[config.mk]
export PLATFORM = sky130hd
export DESIGN_NAME = cdc_mux_src_flat
export DESIGN_NICKNAME = d
export VERILOG_FILES = /design/src/rtl/cdc_mux_src_if.sv /design/src/rtl/cdc_mux_src.sv /design/src/flat_wrapper.sv
export SDC_FILE = /design/constraint.sdc
export NUM_CORES = 1
export LEC_CHECK = 0
export ABC_AREA = 1
export CAP_MARGIN = 40
export CORE_UTILIZATION = 42
export DETAILED_ROUTE_END_ITERATION = 10
export GPL_TIMING_DRIVEN = 0
export PLACE_DENSITY = 0.82
export SLEW_MARGIN = 20
export SYNTH_ARGS = -nofsm -noshare
export SYNTH_HDL_FRONTEND = slang
export SYNTH_SLANG_ARGS = --single-unit
[constraint.sdc]
create_clock -name clka -period 1.09 [get_ports clka]
set_input_delay 0.218 -clock clka [delete_from_list [all_inputs] [get_ports clka]]
set_output_delay 0.218 -clock clka [all_outputs]
set_load 0.02 [all_outputs]
[src/rtl/cdc_mux_src_if.sv]
// Valid/ready word input plus the held data bus, enable and ack lines
// shared between the clka launch stage and the clkb-side consumer.
interface cdc_mux_src_if #(
  parameter int DW = 4
);
  logic          in_valid;
  logic          in_ready;
  logic [DW-1:0] in_data;
  logic [DW-1:0] data_bus;
  logic          en;
  logic          ack_b;

  // master: upstream producer together with the consumer's ack line
  modport master (
    output in_valid,
    output in_data,
    output ack_b,
    input  in_ready,
    input  data_bus,
    input  en
  );

  modport slave (
    input  in_valid,
    input  in_data,
    input  ack_b,
    output in_ready,
    output data_bus,
    output en
  );
endinterface

[src/rtl/cdc_mux_src.sv]
// clka launch stage for the MUX-synchronised CDC path (4-phase req/ack).
// Optional per-phase handshake timeout: define MUX_SRC_TIMEOUT_EN.
module cdc_mux_src #(
  parameter int DW          = 4,
  parameter int SYNC_STAGES = 2,
  parameter int CNT_W       = 16,
  parameter int TIMEOUT     = 255
) (
  input  logic             clka,
  input  logic             rst,
  cdc_mux_src_if.slave     bus,
  output logic             busy,
  output logic [CNT_W-1:0] xfer_cnt,
  output logic             err
);

  typedef enum logic [1:0] {IDLE, REQ, REL} state_t;

  state_t                 state, state_nxt;
  logic [SYNC_STAGES-1:0] ack_sync;
  logic                   ack_s;
  logic [DW-1:0]          data_q;
  logic                   en_q, en_nxt;
  logic                   load, cnt_inc, ready_c;

  // ack_b is asynchronous to clka; only the last synchroniser stage is used
  always_ff @(posedge clka or posedge rst) begin
    if (rst) ack_sync <= '0;
    else     ack_sync <= {ack_sync[SYNC_STAGES-2:0], bus.ack_b};
  end
  assign ack_s = ack_sync[SYNC_STAGES-1];

`ifdef MUX_SRC_TIMEOUT_EN
  localparam int TW = $clog2(TIMEOUT + 1);
  logic [TW-1:0] tmr;
  logic          tmo, err_set;

  // Timer restarts on every state change, so each phase gets TIMEOUT cycles
  always_ff @(posedge clka or posedge rst) begin
    if (rst) begin
      tmr <= '0;
      err <= 1'b0;
    end else begin
      tmr <= (state_nxt != state || state == IDLE) ? '0 : tmr + TW'(1);
      if (err_set) err <= 1'b1;
    end
  end
  assign tmo = (tmr == TW'(TIMEOUT - 1));
`else
  logic unused_timeout_cfg;
  assign unused_timeout_cfg = (TIMEOUT != 0);
  assign err = 1'b0;
`endif

  always_comb begin
    state_nxt = state;
    en_nxt    = en_q;
    load      = 1'b0;
    cnt_inc   = 1'b0;
    ready_c   = 1'b0;
`ifdef MUX_SRC_TIMEOUT_EN
    err_set   = 1'b0;
`endif
    case (state)
      IDLE: begin
        // A stale ack from reset or the last transfer must clear first
        ready_c = ~ack_s;
        if (bus.in_valid && ready_c) begin
          load      = 1'b1;
          en_nxt    = 1'b1;
          state_nxt = REQ;
        end
      end
      REQ: begin
        if (ack_s) begin
          en_nxt    = 1'b0;
          state_nxt = REL;
        end
`ifdef MUX_SRC_TIMEOUT_EN
        else if (tmo) begin
          en_nxt    = 1'b0;
          err_set   = 1'b1;
          state_nxt = IDLE;
        end
`endif
      end
      REL: begin
        if (!ack_s) begin
          cnt_inc   = 1'b1;
          state_nxt = IDLE;
        end
`ifdef MUX_SRC_TIMEOUT_EN
        else if (tmo) begin
          err_set   = 1'b1;
          state_nxt = IDLE;
        end
`endif
      end
      default: state_nxt = IDLE;
    endcase
  end

  // data_bus only moves on an accept edge, keeping it stable for the MUX sync
  always_ff @(posedge clka or posedge rst) begin
    if (rst) begin
      state    <= IDLE;
      en_q     <= 1'b0;
      data_q   <= '0;
      xfer_cnt <= '0;
    end else begin
      state <= state_nxt;
      en_q  <= en_nxt;
      if (load)    data_q   <= bus.in_data;
      if (cnt_inc) xfer_cnt <= xfer_cnt + CNT_W'(1);
    end
  end

  assign bus.in_ready = ready_c & ~rst;
  assign bus.data_bus = data_q;
  assign bus.en       = en_q;
  assign busy         = (state != IDLE);

endmodule

[src/flat_wrapper.sv]
// flat-port wrapper written by rule: the top's interface ports become plain ports
module cdc_mux_src_flat 
#(
  parameter int DW          = 4,
  parameter int SYNC_STAGES = 2,
  parameter int CNT_W       = 16,
  parameter int TIMEOUT     = 255
)
  (clka, rst, busy, xfer_cnt, err, bus_in_valid, bus_in_data, bus_ack_b, bus_in_ready, bus_data_bus, bus_en);
  cdc_mux_src_if #(.DW(DW)) bus_i ();
  input  logic clka;
  input  logic rst;
  output logic busy;
  output logic [CNT_W-1:0] xfer_cnt;
  output logic err;
  input wire logic [$bits(bus_i.in_valid)-1:0] bus_in_valid;
  input wire logic [$bits(bus_i.in_data)-1:0] bus_in_data;
  input wire logic [$bits(bus_i.ack_b)-1:0] bus_ack_b;
  output wire logic [$bits(bus_i.in_ready)-1:0] bus_in_ready;
  output wire logic [$bits(bus_i.data_bus)-1:0] bus_data_bus;
  output wire logic [$bits(bus_i.en)-1:0] bus_en;
  assign bus_i.in_valid = bus_in_valid;
  assign bus_i.in_data = bus_in_data;
  assign bus_i.ack_b = bus_ack_b;
  assign bus_in_ready = bus_i.in_ready;
  assign bus_data_bus = bus_i.data_bus;
  assign bus_en = bus_i.en;
  cdc_mux_src #(.DW(DW), .SYNC_STAGES(SYNC_STAGES), .CNT_W(CNT_W), .TIMEOUT(TIMEOUT)) u_core (.clka(clka), .rst(rst), .bus(bus_i), .busy(busy), .xfer_cnt(xfer_cnt), .err(err));
endmodule
# ---- Yosys cells after proc, flatten, opt, wreduce, memory -nomap -nowiden
# Index checks and enable logic that the tools add are counted.
# W data, S select, Z words.
dict set report word_totals {
  in_bits 8
  elab_cells 32
  out_inout_bits 24
  ff_bits 25
}
dict set report classes {
  bitwise_logic 3
  n_eq_ne 5
  n_addsub 1
  reduce_logical 6
  n_mux 12
}
# op n
set ops {}
lappend ops {{$add A16 B1 Y16 const B} 1}
lappend ops {{$mux W1} 7}
lappend ops {{$mux W2} 3}
lappend ops {{$pmux W2 S3} 1}
lappend ops {{$reduce_and A3 Y1} 2}
lappend ops {{$ne A2 B1 Y1 const B} 2}
lappend ops {{$reduce_bool A2 Y1} 2}
lappend ops {{$eq A2 B1 Y1 const B} 1}
lappend ops {{$eq A2 B2 Y1 const B} 1}
lappend ops {{$logic_not A2 Y1} 1}
lappend ops {{$ne A2 B2 Y1 const B} 1}
lappend ops {{$not A1 Y1} 2}
lappend ops {{$pmux W1 S2} 1}
lappend ops {{$and A1 B1 Y1} 1}
lappend ops {{$logic_and A1 B1 Y1} 1}

# ---- Logic depth before layout (Yosys ltp)
# Gate-level depths: netlist of run 1.
dict set report depth {
  word_depth 4
  ltp_mapped 7
  ltp_nobuf 7
}

# ---- Worst setup path after synthesis of run 1
# Ideal clock, no wire load.
dict set report synth_timing {
  path_type {reg2out}
  start {reg u_core.state[1]}
  end {out bus_in_ready}
  arrival_ps 1184
  t_required_ps 872
  setup_slack_ps -312
  stages_incl_launch_ff 4
  n_path_buf 0
  path_cell_list {dfrtp_1 nor2_1 inv_1 nor3_1}
}
dict set report synth_between {
  elab_chain_len 3
}
# item line_no
set synth_rtl {}
lappend synth_rtl {{start: declaration} cdc_mux_src.sv:19} ;# state_t state, state_nxt;
lappend synth_rtl {{start signal: assignment} cdc_mux_src.sv:111} ;# state <= state_nxt;
lappend synth_rtl {{$logic_not A2 Y1} cdc_mux_src.sv:64} ;# case (state)
lappend synth_rtl {{$mux W1} cdc_mux_src.sv:64}
lappend synth_rtl {{$and A1 B1 Y1} cdc_mux_src.sv:118} ;# assign bus.in_ready = ready_c & ~rst;
lappend synth_rtl {{end: declaration} flat_wrapper.sv:19} ;# output wire logic [$bits(bus_i.in_ready)-1:0] bus_in_ready;
# No other way between the ends.

# ---- Worst setup path in the final report of run 1
# Ends and elaborated chain as after synthesis.

==> impl_metrics.tcl, run 1 <==
set metrics [dict create \
    status "finished, violations left" \
    violations "setup timing" \
    arrival_ps 1220 \
    antenna_found_initial 0 \
    reg2regPathDepth 7 \
    cp_max_fo 2 \
    ant_nets 0 \
    hold_viol 0 \
    num-nets-final 214 \
    die_w_um 55.4 \
    fmaxAchievable_mhz 693 \
    yosysWarnings 0 \
    setup_tns_ps -4580 \
    instances_no_fill 234 \
    area_growth_pct 66.2 \
    rsz0062_at_grt "yes" \
    layout-drive-gt1-share 0.475 \
    timing.rr.end "u_core.xfer_cnt[14]" \
    drv_slew 0 \
    port-buffer-count 30 \
    grt_pass1_vias 1181 \
    core-area_mm2 0.00259 \
    final_design_area_no_fill_mm2 0.00199 \
    num_rows 18 \
    synth_area_mm2 0.00120 \
    yosysTopAreaCell "dfrtp_1" \
    yosys.area.top_type_share 0.523 \
    cts_buffers 3 \
    placed_area_mm2 0.00161 \
    endpoint "bus_in_ready" \
    synth_fp_nets 146 \
    track_usage 0.216 \
    crit_type "reg -> out" \
    synth_cells 137 \
    period_share 1.32 \
    root_buffer "clkbuf_4" \
    cts_tree "yes" \
    clk_pin_slew_ps 160 \
    rrSetupSlack_ps -280 \
    drcViolationCount 0 \
    yosys.cell_types.count 23 \
    finalPower_w 0.00293 \
    worst_clock_skew_ps 15.8 \
    fin_ws_ps -352 \
    htreeDepth 1 \
    die_h_um 55.4 \
    cts_sinks 25 \
    ctsHoldBuffers 0 \
    numPlacedInstances 198 \
    ir_drop_v 0.00154 \
    final.min_clock_period_ps 1440 \
    grt_pass1_wl_um 5220 \
    avgSynthCellArea_um2 8.73 \
    dp_hpwl_um 1960 \
    num_vias 1198 \
    synthTopCellsByArea "dfrtp_1, nand2_1, inv_1" \
    avgViaCountPerCell 5.12 \
    leakagePower_nw 0.985 \
    routed_wl_um 3320 \
    initial_core_util 0.462 \
    power.density_mw_per_mm2 1480 \
    insertedDiodeCount 0 \
    hold_class "in -> async" \
    worstPathRequired_ps 870 \
    routabilityCongestion 0.768 \
    wl_per_cell_um 14.2 \
    grt-ovfl-total 0 \
    crit_path_end_kind "primary output" \
    drt_iter0_drc 40 \
    start_kind "flip-flop" \
    clock_latency_ps 330 \
    r2r-start "u_core.xfer_cnt[0]" \
    pin_count 32 \
    setup_viol 41 \
    grt_max_degree 18 \
    clock_path_buffers 2 \
    ys_ff_latch 25 \
    startpoint "u_core.state[1]" \
    maxCapViolCount 0 \
    drtPass1Iterations 4 \
    synth_seq_area_share 0.523 \
    dieArea_mm2 0.00307 \
]
-- report_power, final --
| part | leakage, nW | total, W | internal, W | switching, W |
|---|---|---|---|---|
| sequential | 0.313 | 0.00121 | 0.00107 | 0.000134 |
| clock | 0.0183 | 0.000456 | 0.000150 | 0.000307 |
| combinational | 0.654 | 0.00127 | 0.000689 | 0.000582 |
| total | 0.985 | 0.00293 | 0.00191 | 0.00102 |
-- metrics by stage --
| step | hold WS (ps) | utilization | worst slack (ps) |
|---|---|---|---|
| after floorplan | 245 | - | -91.5 |
| after global placement | 335 | 0.609 | -584 |
| after detailed placement | 342 | 0.620 | -591 |
| after CTS | 258 | 0.729 | -352 |
| after global routing | 275 | 0.768 | -405 |
| final | 260 | 0.768 | -352 |
-- cells by family (layout without fill, tap and decap cells) --
logic type,Yosys count,in the layout,share of synthesized area
compound gates,9,9,0.0376
fa+ha+maj,1,1,0.0105
other cells,1,1,0.00314
simple gates,72,73,0.298
flops,25,25,0.523
xor+xnor,8,8,0.0586
buf+inv,21,87,0.0690
-- final cells by class --
type	instances	area, um2
sequential	25	639
timing repair buffer	62	611
fill	159	602
multi-input combinational	92	584
inverter	20	77.6
tap	30	37.5
clock buffer	3	22.5
clock inverter	1	8.76
buffer	1	7.51
-- critical path: stages, from the launching register on --
cell	delay [ps]
dfrtp_1	440
nor2_4	140
inv_2	60
nor3_4	110
buf_6	140
-- layout by cell type (no fill, tap or decap), types with 5 or more instances in the layout --
cell type        instances
dfrtp_1                 14
nand3_1                  6
o21ai_1                  5
clkdlybuf4s50_1          7
nand2_1                 39
buf_6                   26
nor2_1                   7
inv_1                   17
dfrtp_2                 11
buf_4                   27
-- cell usage after synthesis --
cell type	instances
nand2_1	42
dfrtp_1	25
inv_1	19
nor2_1	9
o21ai_0	7
nand3_1	6
xnor2_1	5
nand3_2	3
xor2_1	3
nand4_1	2
nor2_2	2
nor2_4	2
nor3_1	2
a21oi_1	1
buf_4	1
conb_1	1
ha_1	1
inv_2	1
nand3_4	1
nand3b_1	1
nor3_4	1
o21ai_1	1
or2_2	1
-- metal layers --
metal,track usage,up-vias,share of wire,wire length (um)
met5,0,-,0,0
met4,0.129,0,0.039,129
met3,0.0141,14,0.035,117
met2,0.387,44,0.53,1750
met1,0.251,581,0.40,1330
li1,-,559,-,-
-- state kept, by name, indices dropped and copies added (netlist names) --
signal and cells:
u_core.ack_sync 2, u_core.bus.data_bus 4, u_core.bus.en 1, u_core.state 2, u_core.xfer_cnt 16
-- timing repair --
item                                    in CTS  in global routing
gates resized for setup                    146                 19
buffers inserted                            26                  6
gates cloned                                 0                  1
endpoints found under the setup margin      42                 46
pin swaps                                    7                  3
-- worst min-delay path by stage --
stage	from	endpoint
finish	rst	u_core.xfer_cnt[0]
global route	rst	u_core.state[0]
CTS	rst	u_core.state[0]
detailed placement	u_core.ack_sync[0]	u_core.ack_sync[1]
global placement	u_core.ack_sync[0]	u_core.ack_sync[1]
floorplan	rst	u_core.ack_sync[0]
Power figures use the tool's default switching activity.
==> inputs of run 2 (changes only) <==
--- a/config.mk
+++ b/config.mk
@@ -9,7 +9,6 @@
 export CAP_MARGIN = 40
 export CORE_UTILIZATION = 42
 export DETAILED_ROUTE_END_ITERATION = 10
-export GPL_TIMING_DRIVEN = 0
 export PLACE_DENSITY = 0.82
 export SLEW_MARGIN = 20
 export SYNTH_ARGS = -nofsm -noshare
==> impl_metrics.tcl, run 2 (same netlist as run 1, synthesis figures left out) <==
set metrics [dict create \
    status "finished, violations left" \
    violations "setup timing" \
    reg2regPathDepth 7 \
    arrival_ps 1230 \
    num_rows 18 \
    dp_slack_ps -594 \
    grt_pass1_wl_um 5910 \
    clock_latency_ps 340 \
    finalPower_w 0.00317 \
    ir_drop_v 0.00161 \
    routabilityCongestion 0.927 \
    crit_path_end_kind "primary output" \
    final.min_clock_period_ps 1450 \
    mostFrequentLayoutCells "nand2_1, buf_4, buf_6" \
    crit_type "reg -> out" \
    hold_viol 0 \
    drtPass1Iterations 4 \
    routed_wl_um 4290 \
    period_share 1.33 \
    track_usage 0.249 \
    maxCapViolCount 0 \
    placed_area_mm2 0.00175 \
    dp_hpwl_um 2170 \
    wl_per_cell_um 17.4 \
    fin_ws_ps -356 \
    grt_max_degree 26 \
    fmaxAchievable_mhz 691 \
    final_common_cell "nand2_1" \
    setup_viol 45 \
    num_vias 1325 \
    initial_core_util 0.462 \
    largest_register_ffs 16 \
    slowest_delay_ps 440 \
    grt_pass1_vias 1316 \
    drcViolationCount 0 \
    layout-drive-gt1-share 0.537 \
    cts_buffers 3 \
    avgViaCountPerCell 5.39 \
    dieArea_mm2 0.00307 \
    crit_chain "nor2_2 > inv_2 > buf_4 > buf_6" \
    worstPathRequired_ps 870 \
    regMostFlops "u_core.xfer_cnt" \
    worst_clock_skew_ps 1.72 \
    final_design_area_no_fill_mm2 0.00212 \
    leakagePower_nw 1.06 \
    pin_count 32 \
    cts_sinks 25 \
    cp_max_fo 2 \
    root_buffer "clkbuf_4" \
    port-buffer-count 30 \
    start_kind "flip-flop" \
    power.density_mw_per_mm2 1490 \
    area_growth_pct 77.5 \
    ant_nets 0 \
    drt_iter0_drc 70 \
    core-area_mm2 0.00259 \
    rsz0062_at_grt "yes" \
    clock_path_buffers 2 \
    cts_tree "yes" \
    die_h_um 55.4 \
    cp_slowest_cell "dfrtp_1" \
    drv_slew 0 \
    hold_class "in -> async" \
    htreeDepth 1 \
    grt-ovfl-total 0 \
    die_w_um 55.4 \
    hold_ws_ps 284 \
    clk_pin_slew_ps 150 \
    antenna_found_initial 0 \
    num-nets-final 226 \
    insertedDiodeCount 0 \
]
-- run 2: changes by cell type in the layout (fill, tap and decap cells not counted), sizes merged --
cell / change
inv: -1
clkinv: +1
buf: +12
-- run 2: worst max-delay path, delay by kind of cell (launching register included) --
kind                   cells  cell delay (ps)
flip-flops                 1              440
buffers and inverters      3              320
AND/OR/NAND/NOR            1              130
-- run 2: cell type report --
cell class / count / area [um2]
timing repair buffer: 75 / 717
sequential: 25 / 638
multi-input combinational: 92 / 626
fill: 133 / 467
inverter: 20 / 77.6
tap: 30 / 37.5
clock buffer: 3 / 22.5
clock inverter: 1 / 5.00
-- run 2: metal layers --
layer	vias to the layer above	GRT usage	wire, um
met3	29	0.0398	253
met4	0	0.139	261
met5	-	0	0
met2	77	0.441	2100
li1	583	-	-
met1	636	0.284	1670
-- run 2: power breakdown --
part           internal [W]  total [W]  switching [W]
Clock              0.000139   0.000455       0.000316
Combinational      0.000823    0.00151       0.000690
Sequential          0.00107    0.00120       0.000129
Total               0.00203    0.00317        0.00114
-- run 2: per-stage QoR --
stage | setup TNS (ps) | utilization | cells
finish | -6580 | 0.820 | 246
global route | -8490 | 0.820 | 246
CTS | -4200 | 0.775 | 238
detailed placement | -5140 | 0.675 | 218
global placement | -4160 | 0.675 | 218
floorplan | -438 | - | 137
-- run 2: final timing paths --
| check | startpoint | to | slack, ps |
|---|---|---|---|
| max in group asynchronous | rst | u_core.xfer_cnt[7] | 650 |
| max | u_core.state[1] | busy | -360 |
| min in group clka | bus_ack_b | u_core.ack_sync[0] | 300 |
| max reg2reg | u_core.ack_sync[1] | u_core.xfer_cnt[4] | -330 |
| min reg2reg | u_core.ack_sync[0] | u_core.ack_sync[1] | 370 |
| min | rst | u_core.xfer_cnt[0] | 280 |
-- run 2: repair_timing --
item | in CTS | in global routing
setup endpoints to repair | 45 | 46
resized for setup | 165 | 19
gates cloned | 1 | 0
buffers inserted | 23 | 12
pin swaps | 12 | 10
hold buffers | 0 | 0
